===== config.mk =====
export PLATFORM = sky130hd
export DESIGN_NAME = instr_fetch_stage
export DESIGN_NICKNAME = d
export VERILOG_FILES = /design/src/rtl/fetch_pkg.sv /design/src/rtl/fetch_skid_fifo.sv /design/src/rtl/instr_fetch_stage.sv
export SDC_FILE = /design/constraint.sdc
export NUM_CORES = 1
export LEC_CHECK = 0
export ABC_AREA = 1
export BUFFER_PORTS_ARGS = -buffer_cell sky130_fd_sc_hd__buf_2
export CAP_MARGIN = 20
export CORE_UTILIZATION = 55
export CTS_BUF_LIST = sky130_fd_sc_hd__clkbuf_2 sky130_fd_sc_hd__clkbuf_4 sky130_fd_sc_hd__clkbuf_8
export CTS_CLUSTER_SIZE = 10
export DETAILED_ROUTE_END_ITERATION = 7
export PLACE_DENSITY = 0.91
export SETUP_SLACK_MARGIN = 0.3
export SYNTH_ARGS = -nofsm -noshare
export SYNTH_HDL_FRONTEND = slang
export SYNTH_SLANG_ARGS = --single-unit

===== constraint.sdc =====
create_clock -name clka -period 4.6 [get_ports clka]
set_input_delay 0.69 -clock clka [delete_from_list [all_inputs] [get_ports clka]]
set_output_delay 0.69 -clock clka [all_outputs]
set_load 0.1 [all_outputs]

===== src/rtl/fetch_pkg.sv =====
// fetch_pkg: shared constants and FIFO entry layout for the fetch stage.
// Entry = {fault, pc[31:0], instr[31:0]}, ENTRY_W bits wide.
package fetch_pkg;

   localparam logic [31:0] NOP_INSTR = 32'h0000_0000;

   localparam int INSTR_LSB = 0;
   localparam int PC_LSB    = 32;
   localparam int FAULT_BIT = 64;
   localparam int ENTRY_W   = 65;

   typedef struct packed {
      logic        fault;
      logic [31:0] pc;
      logic [31:0] instr;
   } fetch_entry_t;

endpackage


===== src/rtl/fetch_skid_fifo.sv =====
// fetch_skid_fifo: synchronous FIFO, DEPTH x W, clear has priority.
// Ports: clka, rsta (async, high), clear, push, pop, wdata, rdata, count.
import fetch_pkg::*;

module fetch_skid_fifo #(
   parameter int DEPTH = 2,
   parameter int W     = ENTRY_W
) (
   input  logic                       clka,
   input  logic                       rsta,
   input  logic                       clear,
   input  logic                       push,
   input  logic                       pop,
   input  logic [W-1:0]               wdata,
   output logic [W-1:0]               rdata,
   output logic [$clog2(DEPTH+1)-1:0] count
);

   localparam int CNT_W = $clog2(DEPTH + 1);
   localparam int PTR_W = $clog2(DEPTH);

   logic [W-1:0]     mem_q [DEPTH];
   logic [W-1:0]     mem_d [DEPTH];
   logic [PTR_W-1:0] wr_ptr_q, wr_ptr_d;
   logic [PTR_W-1:0] rd_ptr_q, rd_ptr_d;
   logic [CNT_W-1:0] count_q, count_d;

   function automatic logic [PTR_W-1:0] nxt(input logic [PTR_W-1:0] p);
      return (p == PTR_W'(DEPTH - 1)) ? '0 : p + PTR_W'(1);
   endfunction

   always_comb begin
      mem_d    = mem_q;
      wr_ptr_d = wr_ptr_q;
      rd_ptr_d = rd_ptr_q;
      count_d  = count_q;
      if (clear) begin
         wr_ptr_d = '0;
         rd_ptr_d = '0;
         count_d  = '0;
      end else begin
         if (push) begin
            mem_d[wr_ptr_q] = wdata;
            wr_ptr_d        = nxt(wr_ptr_q);
         end
         if (pop) begin
            rd_ptr_d = nxt(rd_ptr_q);
         end
         count_d = count_q + CNT_W'(push) - CNT_W'(pop);
      end
   end

   always_ff @(posedge clka or posedge rsta) begin
      if (rsta) begin
         mem_q    <= '{default: '0};
         wr_ptr_q <= '0;
         rd_ptr_q <= '0;
         count_q  <= '0;
      end else begin
         mem_q    <= mem_d;
         wr_ptr_q <= wr_ptr_d;
         rd_ptr_q <= rd_ptr_d;
         count_q  <= count_d;
      end
   end

   assign rdata = mem_q[rd_ptr_q];
   assign count = count_q;

endmodule


===== src/rtl/instr_fetch_stage.sv =====
// instr_fetch_stage: PC -> sync imem (1-cycle) -> FIFO -> decode handshake.
// Ports: clka/rsta, pc_in/pc_valid/pc_ready, imem_en/addr/rdata, flush,
// if_valid/if_ready/if_instr/if_pc/if_fault. Macro: FETCH_ALIGN_CHECK_EN.
import fetch_pkg::*;

module instr_fetch_stage #(
   parameter int          ADDR_W     = 8,
   parameter int          FIFO_DEPTH = 2,
   parameter logic [31:0] NOP_INSTR  = fetch_pkg::NOP_INSTR
) (
   input  logic              clka,
   input  logic              rsta,
   input  logic [31:0]       pc_in,
   input  logic              pc_valid,
   output logic              pc_ready,
   output logic              imem_en,
   output logic [ADDR_W-1:0] imem_addr,
   input  logic [31:0]       imem_rdata,
   input  logic              flush,
   output logic              if_valid,
   input  logic              if_ready,
   output logic [31:0]       if_instr,
   output logic [31:0]       if_pc,
   output logic              if_fault
);

   localparam int CNT_W = $clog2(FIFO_DEPTH + 1);
   localparam int OW    = CNT_W + 1;

   logic        inflight_q, inflight_d;
   logic        kill_q, kill_d;
   logic [31:0] inflight_pc_q, inflight_pc_d;
   logic        inflight_mis_q, inflight_mis_d;

   logic             accept, pop, push;
   logic [CNT_W-1:0] count;
   logic [OW-1:0]    occ;
   fetch_entry_t     wr_entry, head;

   assign pop    = if_valid & if_ready;
   assign accept = pc_valid & pc_ready;

   // Occupancy counts the in-flight read so its return always has a slot.
   assign occ = OW'(count) + OW'(inflight_q) - OW'(pop);

   assign pc_ready  = !rsta & !flush & (occ < OW'(FIFO_DEPTH));
   assign imem_en   = accept;
   assign imem_addr = rsta ? '0 : pc_in[ADDR_W+1:2];

   // A return landing in the flush cycle is dropped here; kill covers
   // the cycle after.
   assign push = inflight_q & !kill_q & !flush;

   always_comb begin
      inflight_d     = accept;
      inflight_pc_d  = accept ? pc_in : inflight_pc_q;
      inflight_mis_d = inflight_mis_q;
      kill_d         = flush & inflight_q;
      if (accept) begin
`ifdef FETCH_ALIGN_CHECK_EN
         inflight_mis_d = (pc_in[1:0] != 2'b00);
`else
         inflight_mis_d = 1'b0;
`endif
      end
   end

   always_ff @(posedge clka or posedge rsta) begin
      if (rsta) begin
         inflight_q     <= 1'b0;
         kill_q         <= 1'b0;
         inflight_pc_q  <= '0;
         inflight_mis_q <= 1'b0;
      end else begin
         inflight_q     <= inflight_d;
         kill_q         <= kill_d;
         inflight_pc_q  <= inflight_pc_d;
         inflight_mis_q <= inflight_mis_d;
      end
   end

   always_comb begin
      wr_entry.fault = inflight_mis_q;
      wr_entry.pc    = inflight_pc_q;
      wr_entry.instr = inflight_mis_q ? NOP_INSTR : imem_rdata;
   end

   fetch_skid_fifo #(
      .DEPTH (FIFO_DEPTH),
      .W     (ENTRY_W)
   ) u_fifo (
      .clka  (clka),
      .rsta  (rsta),
      .clear (flush),
      .push  (push),
      .pop   (pop),
      .wdata (wr_entry),
      .rdata (head),
      .count (count)
   );

   assign if_valid = (count != '0);
   assign if_instr = if_valid ? head.instr : NOP_INSTR;
   assign if_pc    = if_valid ? head.pc : 32'h0;
   assign if_fault = if_valid & head.fault;

endmodule


=== Yosys cells after proc, flatten, opt, wreduce, memory -nomap -nowiden ===
Index checks and enable logic that the tools add are counted.
W data, S select, Z words.

* $add $sub $neg: 6
* Multipliers: 0
* Div/mod/pow operators: 0
* Order comparisons: 4
* Equality and inequality tests: 0
* Shift operators: 0
* Mux-type cells: 16
* Bitwise operators: 11
* Reduce and logical (&&, ||, !) cells: 8

{| class="wikitable"
|+ Operators with widths
! operator !! count
|-
| $mux W65 || 4
|-
| $bwmux W130 || 1
|-
| $demux W65 S1 || 1
|-
| $mux W32 || 2
|-
| $and A1 B1 Y1 || 8
|-
| $mux W8 || 1
|-
| $mux W1 || 6
|-
| $reduce_bool A2 Y1 || 3
|-
| $ge A2 B2 Y1 const B || 2
|-
| $not A1 Y2 || 2
|-
| $add A2 B1 Y3 || 1
|-
| $logic_not A1 Y1 || 3
|-
| $lt A3 B2 Y1 const B || 1
|-
| $sub A3 B1 Y3 || 1
|-
| $add A1 B1 Y1 const B || 2
|-
| $add A2 B1 Y2 || 1
|-
| $lt A2 B1 Y1 const B || 1
|-
| $mux W2 || 1
|-
| $reduce_and A2 Y1 || 1
|-
| $sub A2 B1 Y2 || 1
|-
| $logic_and A1 B1 Y1 || 1
|-
| $not A1 Y1 || 1
|}

* Register bits after elaboration: 168
* Bits in latches: 0
* Bits in writable memories: 0
* Memory bits (read-only): 0
* Input port bits: 69
* Output and inout bits: 76
* Logic and storage cells: 53
* Memories kept: 0

=== Depth between registers and ports, before layout ===
Gate-level depths: netlist of the first run.

* Depth in word-level cells: 6
* Mapped depth: 13
* Gate-level depth less buffers: 12

=== Cells and area by module ===
A second synthesis of the first run with hierarchy kept.

* Cells, all modules: 905
* Area, all modules: 8165.3 um^2

{| class="wikitable"
|+ Modules (own cells, without submodules)
! module !! instances !! cells an instance !! area each (um^2) !! sequential area each (um^2)
|-
| fetch_skid_fifo || 1 || 582 || 6045.8 || 3353.2
|-
| instr_fetch_stage || 1 || 323 || 2119.5 || 850.8
|}

=== Worst setup path after synthesis of the first run ===
OpenSTA, ideal clock, no wires.

* Path kind: input-to-output
* Start: input rsta
* End: output imem_en
* Arrival time: 4.192 ns
* Data required time: 3.910 ns
* Setup slack: -0.282 ns
* Stages: 7
* Path buffers: 2
* Cells stage by stage: buf_6 > inv_2 > nand2_1 > nor2_4 > nand3_4 > buf_6 > inv_1

* Word-level cells in the longest chain between the ends: 4

{| class="wikitable"
|+ Ends and longest elaborated chain
! item !! line !! text
|-
| start: declaration || instr_fetch_stage.sv:12 || <nowiki>input logic rsta,</nowiki>
|-
| $logic_not A1 Y1 (no source line) || -- ||
|-
| $and A1 B1 Y1 (2 in a row) || instr_fetch_stage.sv:46 || <nowiki>assign pc_ready = !rsta & !flush & (occ < OW'(FIFO_DEPTH));</nowiki>
|-
| $and A1 B1 Y1 || instr_fetch_stage.sv:41 || <nowiki>assign accept = pc_valid & pc_ready;</nowiki>
|-
| end: declaration || instr_fetch_stage.sv:16 || <nowiki>output logic imem_en,</nowiki>
|}

Every way passes these cells.

=== Final worst setup path of the first run ===
* Start: register u_fifo.count_q[1], in the netlist u_fifo.count[1]
* End: output imem_en

* Word-level cells in the longest chain between the ends: 6
* Elaborated cells between the ends (all ways): 7
* Classes of those cells: add/sub: 2; order compare: 1; bitwise: 3; reduce/logical: 1

{| class="wikitable"
|+ Ends and longest elaborated chain
! item !! line !! text
|-
| start: declaration || fetch_skid_fifo.sv:26 || <nowiki>logic [CNT_W-1:0] count_q, count_d;</nowiki>
|-
| start signal: assignment || fetch_skid_fifo.sv:63 || <nowiki>count_q <= count_d;</nowiki>
|-
| branches (longest 2 deep; another with $add A2 B1 Y3) || -- ||
|-
| $sub A3 B1 Y3 * || instr_fetch_stage.sv:44 || <nowiki>assign occ = OW'(count) + OW'(inflight_q) - OW'(pop);</nowiki>
|-
| $lt A3 B2 Y1 * || instr_fetch_stage.sv:46 ||
|-
| $and A1 B1 Y1 * || instr_fetch_stage.sv:46 ||
|-
| $and A1 B1 Y1 * || instr_fetch_stage.sv:41 ||
|}

Mark *: on every way between the ends.

==> results of run 1 <==
==> per-stage QoR <==
| stage | std cells | setup slack, ns | hold slack (ns) | utilization (%) |
|---|---|---|---|---|
| after global placement | 1163 | 0.9455 | 0.4531 | 61.42 |
| after CTS | 1195 | 0.6931 | 0.2355 | 64.58 |
| final | 1195 | 0.7328 | 0.2555 | 64.58 |
| after floorplan | 898 | 0.6079 | 0.4419 | - |
| after global routing | 1195 | 0.5227 | 0.2617 | 64.58 |
| after detailed placement | 1163 | 0.8989 | 0.4593 | 61.42 |
==> synth_stat cells, types with 2 or more instances <==
cell / n
inv_1: 87
nor2_4: 2
o21ai_1: 92
nand2_2: 2
o21ai_0: 11
dfrtp_1: 166
nand4_1: 32
a21oi_1: 65
clkbuf_1: 8
buf_6: 28
ha_1: 3
nand2_1: 329
o21ai_2: 27
nor2_1: 12
buf_2: 21
buf_4: 7
==> worst max-delay path: cells and delay by family (launching register included) <==
family | cells | cell delay, ns
buf+inv | 3 | 0.53
simple gates | 6 | 0.98
fa+ha+maj | 2 | 0.75
flops | 1 | 0.45
==> final cells by class <==
cell class | instances | area [um^2]
Fill cell | 1181 | 4747
Sequential cell | 166 | 4155
Multi-Input combinational cell | 580 | 2699
Timing Repair Buffer | 153 | 820.8
Inverter | 88 | 335.3
Clock buffer | 25 | 331.6
Tap cell | 176 | 220.2
Clock inverter | 7 | 91.34
==> state kept, by name (all words and copies together), names as in the netlist <==
name             count
inflight_pc_q       32
inflight_q           1
kill_q               1
u_fifo.count         2
u_fifo.mem_q       128
u_fifo.rd_ptr_q      1
u_fifo.wr_ptr_q      1
==> cells by family (layout without fill, tap and decap cells) <==
group | Yosys count | in the layout | share of synthesized area (%)
adder cells (fa/ha/maj) | 4 | 4 | 0.7506
other | 1 | 1 | 0.04890
flip-flops | 166 | 166 | 54.17
AO/OA/AOI/OAI | 195 | 195 | 14.05
AND/OR/NAND/NOR | 380 | 380 | 20.12
buffers and inverters | 152 | 273 | 10.87
==> power groups by stage <==
stage,Clock (mW),Combinational (mW),Sequential [mW]
2_1_floorplan,0,2.41,2.24
3_3_place_gp,0,2.78,2.29
3_5_place_dp,0,2.85,2.32
4_1_cts,1.10,2.86,2.30
5_1_grt,1.16,3.09,2.37
6_report,1.07,2.84,2.30
==> worst min-delay path by stage <==
stage                      startpoint  slack [ns]           endpoint  cells after the start
finish                           rsta        0.26  inflight_pc_q[10]                      2
global route                     rsta        0.26   u_fifo.mem_q[36]                      2
floorplan            inflight_pc_q[0]        0.44   inflight_pc_q[0]                      2
detailed placement  inflight_pc_q[10]        0.46  inflight_pc_q[10]                      2
CTS                              rsta        0.24  u_fifo.mem_q[101]                      2
global placement    inflight_pc_q[14]        0.45  inflight_pc_q[14]                      2
==> per-layer routing <==
layer,vias up,track usage [%]
li1,3066,-
met1,2924,33.80
met2,201,40.55
met3,20,5.751
met4,0,8.828
met5,-,0
==> flow_summary_export.csv, run 1 <==
group,metric,value,unit
outcome,outcome,"complete, no violations",
global_routing,gr-usage-all-layers,25.29,%
routing,drcViolationCount,0,
cells_and_area,diodes,0,
setup_path,critPathLaunch,"u_fifo.count[1]",
place,gp_congestion,0.7544,
cells_and_area,layout_commonest_cell,"nand2_1",
routing,vias_per_cell,5.197,
routing,met3_length,908,um
setup_path,r2r_slack,1.94,ns
floorplanning,core,0.01340,mm^2
job,cap_violations,0,
setup_path,r2r-start,"u_fifo.count[1]",
timing,finalCritPeriodShare,84.07,%
synth,synth_ff_type,"dfrtp_1",
setup_path,max_stage_delay,0.49,ns
timing,setup_violations,0,
routing,vias,6211,
global_routing,grt_pass1_vias,6041,
synth,ys_types,22,
routing,post_drt_wl_per_cell,14.12,um
timing,finalHoldViolCount,0,
pwr,p_sw,3.023,mW
synth,yosysTopAreaCellShare,54.17,%
pwr,p_int,3.195,mW
setup_path,r2r_end,"inflight_pc_q[27]",
timing,setup_tns,0,ns
synth,netlist_instances,898,
setup_path,cp_data_required_time,3.91,ns
setup_path,worst-path-max-fanout,33,
synth,ys.warnings.count,0,
pwr,leakage,4.535,nW
timing,finalClockSkew,0.01386,ns
pwr,ir_drop,0.0003632,V
timing,fmax,258.6,MHz
place,portBuffers,143,
floorplanning,die_x,120.1,um
setup_path,arrival,3.18,ns
cells_and_area,nets,1079,
floorplanning,ios,145,
clock_network,post-cts-setup-buffers,0,
floorplanning,chipHeight,120.1,um
timing,min_period,3.867,ns
pwr,clock_power_share,17.2,%
pwr,combPwrFrac,45.7,%
cells_and_area,mostFrequentLayoutCells,"nand2_1, dfrtp_1, buf_2",
pwr,powerDensity,718.5,mW/mm^2
pwr,power,6.218,mW
synth,async_flop_share,100.0,%
routing,firstDrtPassIters,7,
synth,synth-seq-area-share,54.17,%
floorplanning,num_rows,42,
timing,slew_headroom,36.38,%
routing,drt_iter0_drc,466,
pwr,pwr-share-seq,37.0,%
place,dpl.hpwl,10410,um
routing,routed_wl,16880,um
cells_and_area,drive_gt1_share,21.69,%
clock_network,postCtsResizedCells,0,
global_routing,grt_pass1_wl,28430,um
synth,synth_area,0.007669,mm^2
clock_network,clock_latency,0.45,ns
setup_path,crit_path_end,"imem_en",
synth,yosys_register_bits,166,
synth,synth_fp_nets,971,
clock_network,ctsRootBufferMaster,"clkbuf_8",
clock_network,cts_hold_buf,0,
global_routing,antenna_found_initial,0,
routing,top_layer_used,"met4",
synth,syn_avg_cell_area,8.540,um^2
clock_network,htree_levels,4,
routing,wl_met2,8193,um
clock_network,clockBufferDepth,2,
clock_network,cts_sinks,166,
setup_path,end_kind,"output port",
timing,rsz0062_at_grt,"no",
setup_path,path_cells,"nor2_4 -> nor2_1 -> ha_1 -> inv_1 -> nand2_1 -> fa_1 -> nand2_1 -> nor2_4 -> nand3_4 -> inv_1 -> buf_12",
timing,finalMaxSlewViolations,0,
setup_path,crit_slowest_cell,"fa_1",
clock_network,cts_tree,"built",
synth,synthTopCellsByArea,"dfrtp_1, nand2_1, o21ai_1, inv_1, a21oi_1",
clock_network,cts_buffers,17,
timing,tightest_slew,0.9543,ns
routing,m1WireLength,7569,um
floorplanning,start_util,57.23,%
cells_and_area,post-route-cell-area,0.008653,mm^2
setup_path,critPathKind,"reg2out",
place,place_area,0.008230,mm^2
min_path,hp-class,"in2async",
synth,yosysTopAreaCell,"dfrtp_1",
synth,synth_edf_count,0,
cells_and_area,syn2layout_area_growth,12.84,%
global_routing,gr-total-overflow,0,
setup_path,reg2regPathDepth,11,
pwr,swShare,48.62,%
global_routing,grt_max_degree,90,
floorplanning,die-area,0.01442,mm^2
setup_path,start_kind,"flip-flop",
clock_network,clk_pin_slew,0.08,ns
routing,antenna_left,0,
(Power assumes the default switching activity.)
==> inputs of run 2 (changes only) <==
--- a/config.mk
+++ b/config.mk
@@ -8,7 +8,7 @@
 export ABC_AREA = 1
 export BUFFER_PORTS_ARGS = -buffer_cell sky130_fd_sc_hd__buf_2
 export CAP_MARGIN = 20
-export CORE_UTILIZATION = 55
+export CORE_UTILIZATION = 52
 export CTS_BUF_LIST = sky130_fd_sc_hd__clkbuf_2 sky130_fd_sc_hd__clkbuf_4 sky130_fd_sc_hd__clkbuf_8
 export CTS_CLUSTER_SIZE = 10
 export DETAILED_ROUTE_END_ITERATION = 7
==> constraint.sdc (replaced) <==
create_clock -name clka -period 3.2 [get_ports clka]
set_input_delay 0.48 -clock clka [delete_from_list [all_inputs] [get_ports clka]]
set_output_delay 0.48 -clock clka [all_outputs]
set_load 0.1 [all_outputs]
==> run 2 against run 1 <==
Net effect:
- die area increased by 5.7%
- global-route usage decreased by 2.0 points
- clock skew decreased by 0.0021 ns
- sequential share of layout area decreased by 1.5 points
- critical path type unchanged
==> flow_summary_export.csv, run 2 (synthesized netlist as in run 1, its figures left out) <==
group,metric,value,unit
outcome,outcome,"complete, no violations",
timing,whs,0.2679,ns
routing,antenna_left,0,
routing,routed_wl,17550,um
setup_path,worst-path-max-fanout,4,
pwr,leakage,4.622,nW
global_routing,gr-total-overflow,0,
cells_and_area,fin_cells,1228,
cells_and_area,mostFrequentLayoutCells,"nand2_1, dfrtp_1, buf_2",
routing,post_drt_wl_per_cell,14.29,um
setup_path,end_kind,"output port",
clock_network,clk_pin_slew,0.08,ns
floorplanning,die_x,123.4,um
clock_network,cts_sinks,166,
clock_network,htree_levels,4,
cells_and_area,post-route-cell-area,0.008932,mm^2
timing,finalHoldViolCount,0,
cells_and_area,largest_reg_flops,128,
pwr,pwr-share-seq,36.0,%
timing,fmax,321.3,MHz
pwr,swShare,48.75,%
place,dpl.hpwl,10350,um
cells_and_area,drive_gt1_share,24.62,%
setup_path,r2r-start,"u_fifo.count[1]",
global_routing,antenna_found_initial,0,
clock_network,cts_tree,"built",
timing,tightest_slew,0.9021,ns
timing,min_period,3.113,ns
timing,rsz0062_at_grt,"yes",
pwr,p_int,4.757,mW
pwr,ir_drop,0.0004902,V
timing,finalMaxSlewViolations,0,
floorplanning,ios,145,
timing,finalClockSkew,0.01178,ns
timing,finalCritPeriodShare,97.27,%
clock_network,cts_hold_buf,0,
pwr,clock_power_share,15.5,%
global_routing,gr-usage-all-layers,23.32,%
pwr,combPwrFrac,48.6,%
cells_and_area,regMostFlops,"u_fifo.mem_q",
timing,slew_headroom,39.86,%
pwr,p_sw,4.525,mW
global_routing,grt_pass1_vias,5691,
cells_and_area,syn2layout_area_growth,16.48,%
global_routing,grt_max_degree,167,
min_path,hp-class,"in2reg",
timing,setup_violations,0,
routing,vias,6391,
setup_path,start_kind,"flip-flop",
setup_path,cp_data_required_time,2.72,ns
routing,drcViolationCount,0,
min_path,hold_start,"pc_in[12]",
floorplanning,chipHeight,123.4,um
cells_and_area,layout_commonest_cell,"nand2_1",
setup_path,arrival,2.63,ns
clock_network,cts_buffers,17,
place,dp_cells,1176,
timing,setup_tns,0,ns
place,gp_congestion,0.7538,
global_routing,grt_pass1_wl,27230,um
clock_network,clockBufferDepth,2,
floorplanning,core,0.01448,mm^2
setup_path,critPathLaunch,"u_fifo.count[1]",
floorplanning,die-area,0.01524,mm^2
clock_network,clock_latency,0.46,ns
clock_network,ctsRootBufferMaster,"clkbuf_8",
routing,firstDrtPassIters,5,
routing,vias_per_cell,5.204,
floorplanning,num_rows,44,
cells_and_area,diodes,0,
floorplanning,start_util,52.96,%
job,cap_violations,0,
pwr,powerDensity,1039,mW/mm^2
routing,drt_iter0_drc,498,
cells_and_area,nets,1104,
place,portBuffers,143,
setup_path,critPathKind,"reg2out",
place,place_area,0.008313,mm^2
run 2: cell count changes in the layout (fill, tap and decap cells not counted), moves of 2 or more:
cell	delta
clkinvlp_4	+5
nand2_1	-3
buf_6	+12
inv_1	-3
buf_2	-5
nand2_2	+3
clkbuf_4	+4
clkbuf_8	-3
buf_4	+11
buf_12	+2
run 2: layer usage:
metal	vias up	global-route usage [%]	wire length (um)
met3	35	4.336	878
met2	235	37.29	8566
li1	3107	-	-
met5	-	0	0
met4	0	10.02	403
met1	3014	31.13	7697
run 2: final timing paths:
kind                            cells past startpoint           endpoint  slack [ns]
max in group asynchronous                           3    u_fifo.rd_ptr_q        2.09
worst max-delay path                               12            imem_en        0.09
worst min-delay path                                3  inflight_pc_q[12]        0.27
worst min register to register                      2  inflight_pc_q[12]        0.48
worst max register to register                     22    u_fifo.count[1]        0.11
min in group asynchronous                           3   inflight_pc_q[1]        0.34
run 2: power groups by stage:
| stage | sequential (mW) | combinational, mW | clock [mW] |
|---|---|---|---|
| 6_report | 3.34 | 4.51 | 1.44 |
| 3_3_place_gp | 3.32 | 4.02 | 0 |
| 3_5_place_dp | 3.36 | 4.12 | 0 |
| 5_1_grt | 3.43 | 4.88 | 1.56 |
| 4_1_cts | 3.33 | 4.35 | 1.47 |
| 2_1_floorplan | 3.22 | 3.47 | 0 |
run 2: cell type report:
| type | instances | area (um^2) |
|---|---|---|
| multi-input cells | 580 | 2729 |
| inverters | 88 | 345.3 |
| repair buffers | 178 | 1091 |
| well taps | 184 | 230.2 |
| fillers | 1249 | 5547 |
| clock buffers | 21 | 282.8 |
| flip-flops and latches | 166 | 4156 |
| clock inverters | 11 | 97.59 |
run 2: critical path, cell delays in order (launching register included):
cell and delay [ns]:
dfrtp_2 0.43, nor2_4 0.13, nor2_2 0.06, ha_1 0.31, inv_2 0.07, nand2_2 0.05, fa_1 0.39, inv_1 0.08
nand2_1 0.06, nand2_1 0.18, nand3_4 0.11, clkinvlp_4 0.11, buf_12 0.17
run 2: what timing repair did:
action / 4_1_cts / 5_1_grt
setup endpoints to repair: 2 / 9
buffers inserted: 17 / 3
gates resized for setup: 4 / 24
pin swaps: 1 / 6
run 2: through the flow:
step / power [mW] / worst slack (ns) / utilization [%]
after detailed placement: 7.482 / 0.2593 / 57.41
after global placement: 7.341 / 0.3498 / 57.41
final: 9.283 / 0.08733 / 61.69
after CTS: 9.147 / 0.1150 / 60.98
after floorplan: 6.692 / 0.3301 / -
after global routing: 9.864 / -0.006882 / 61.69
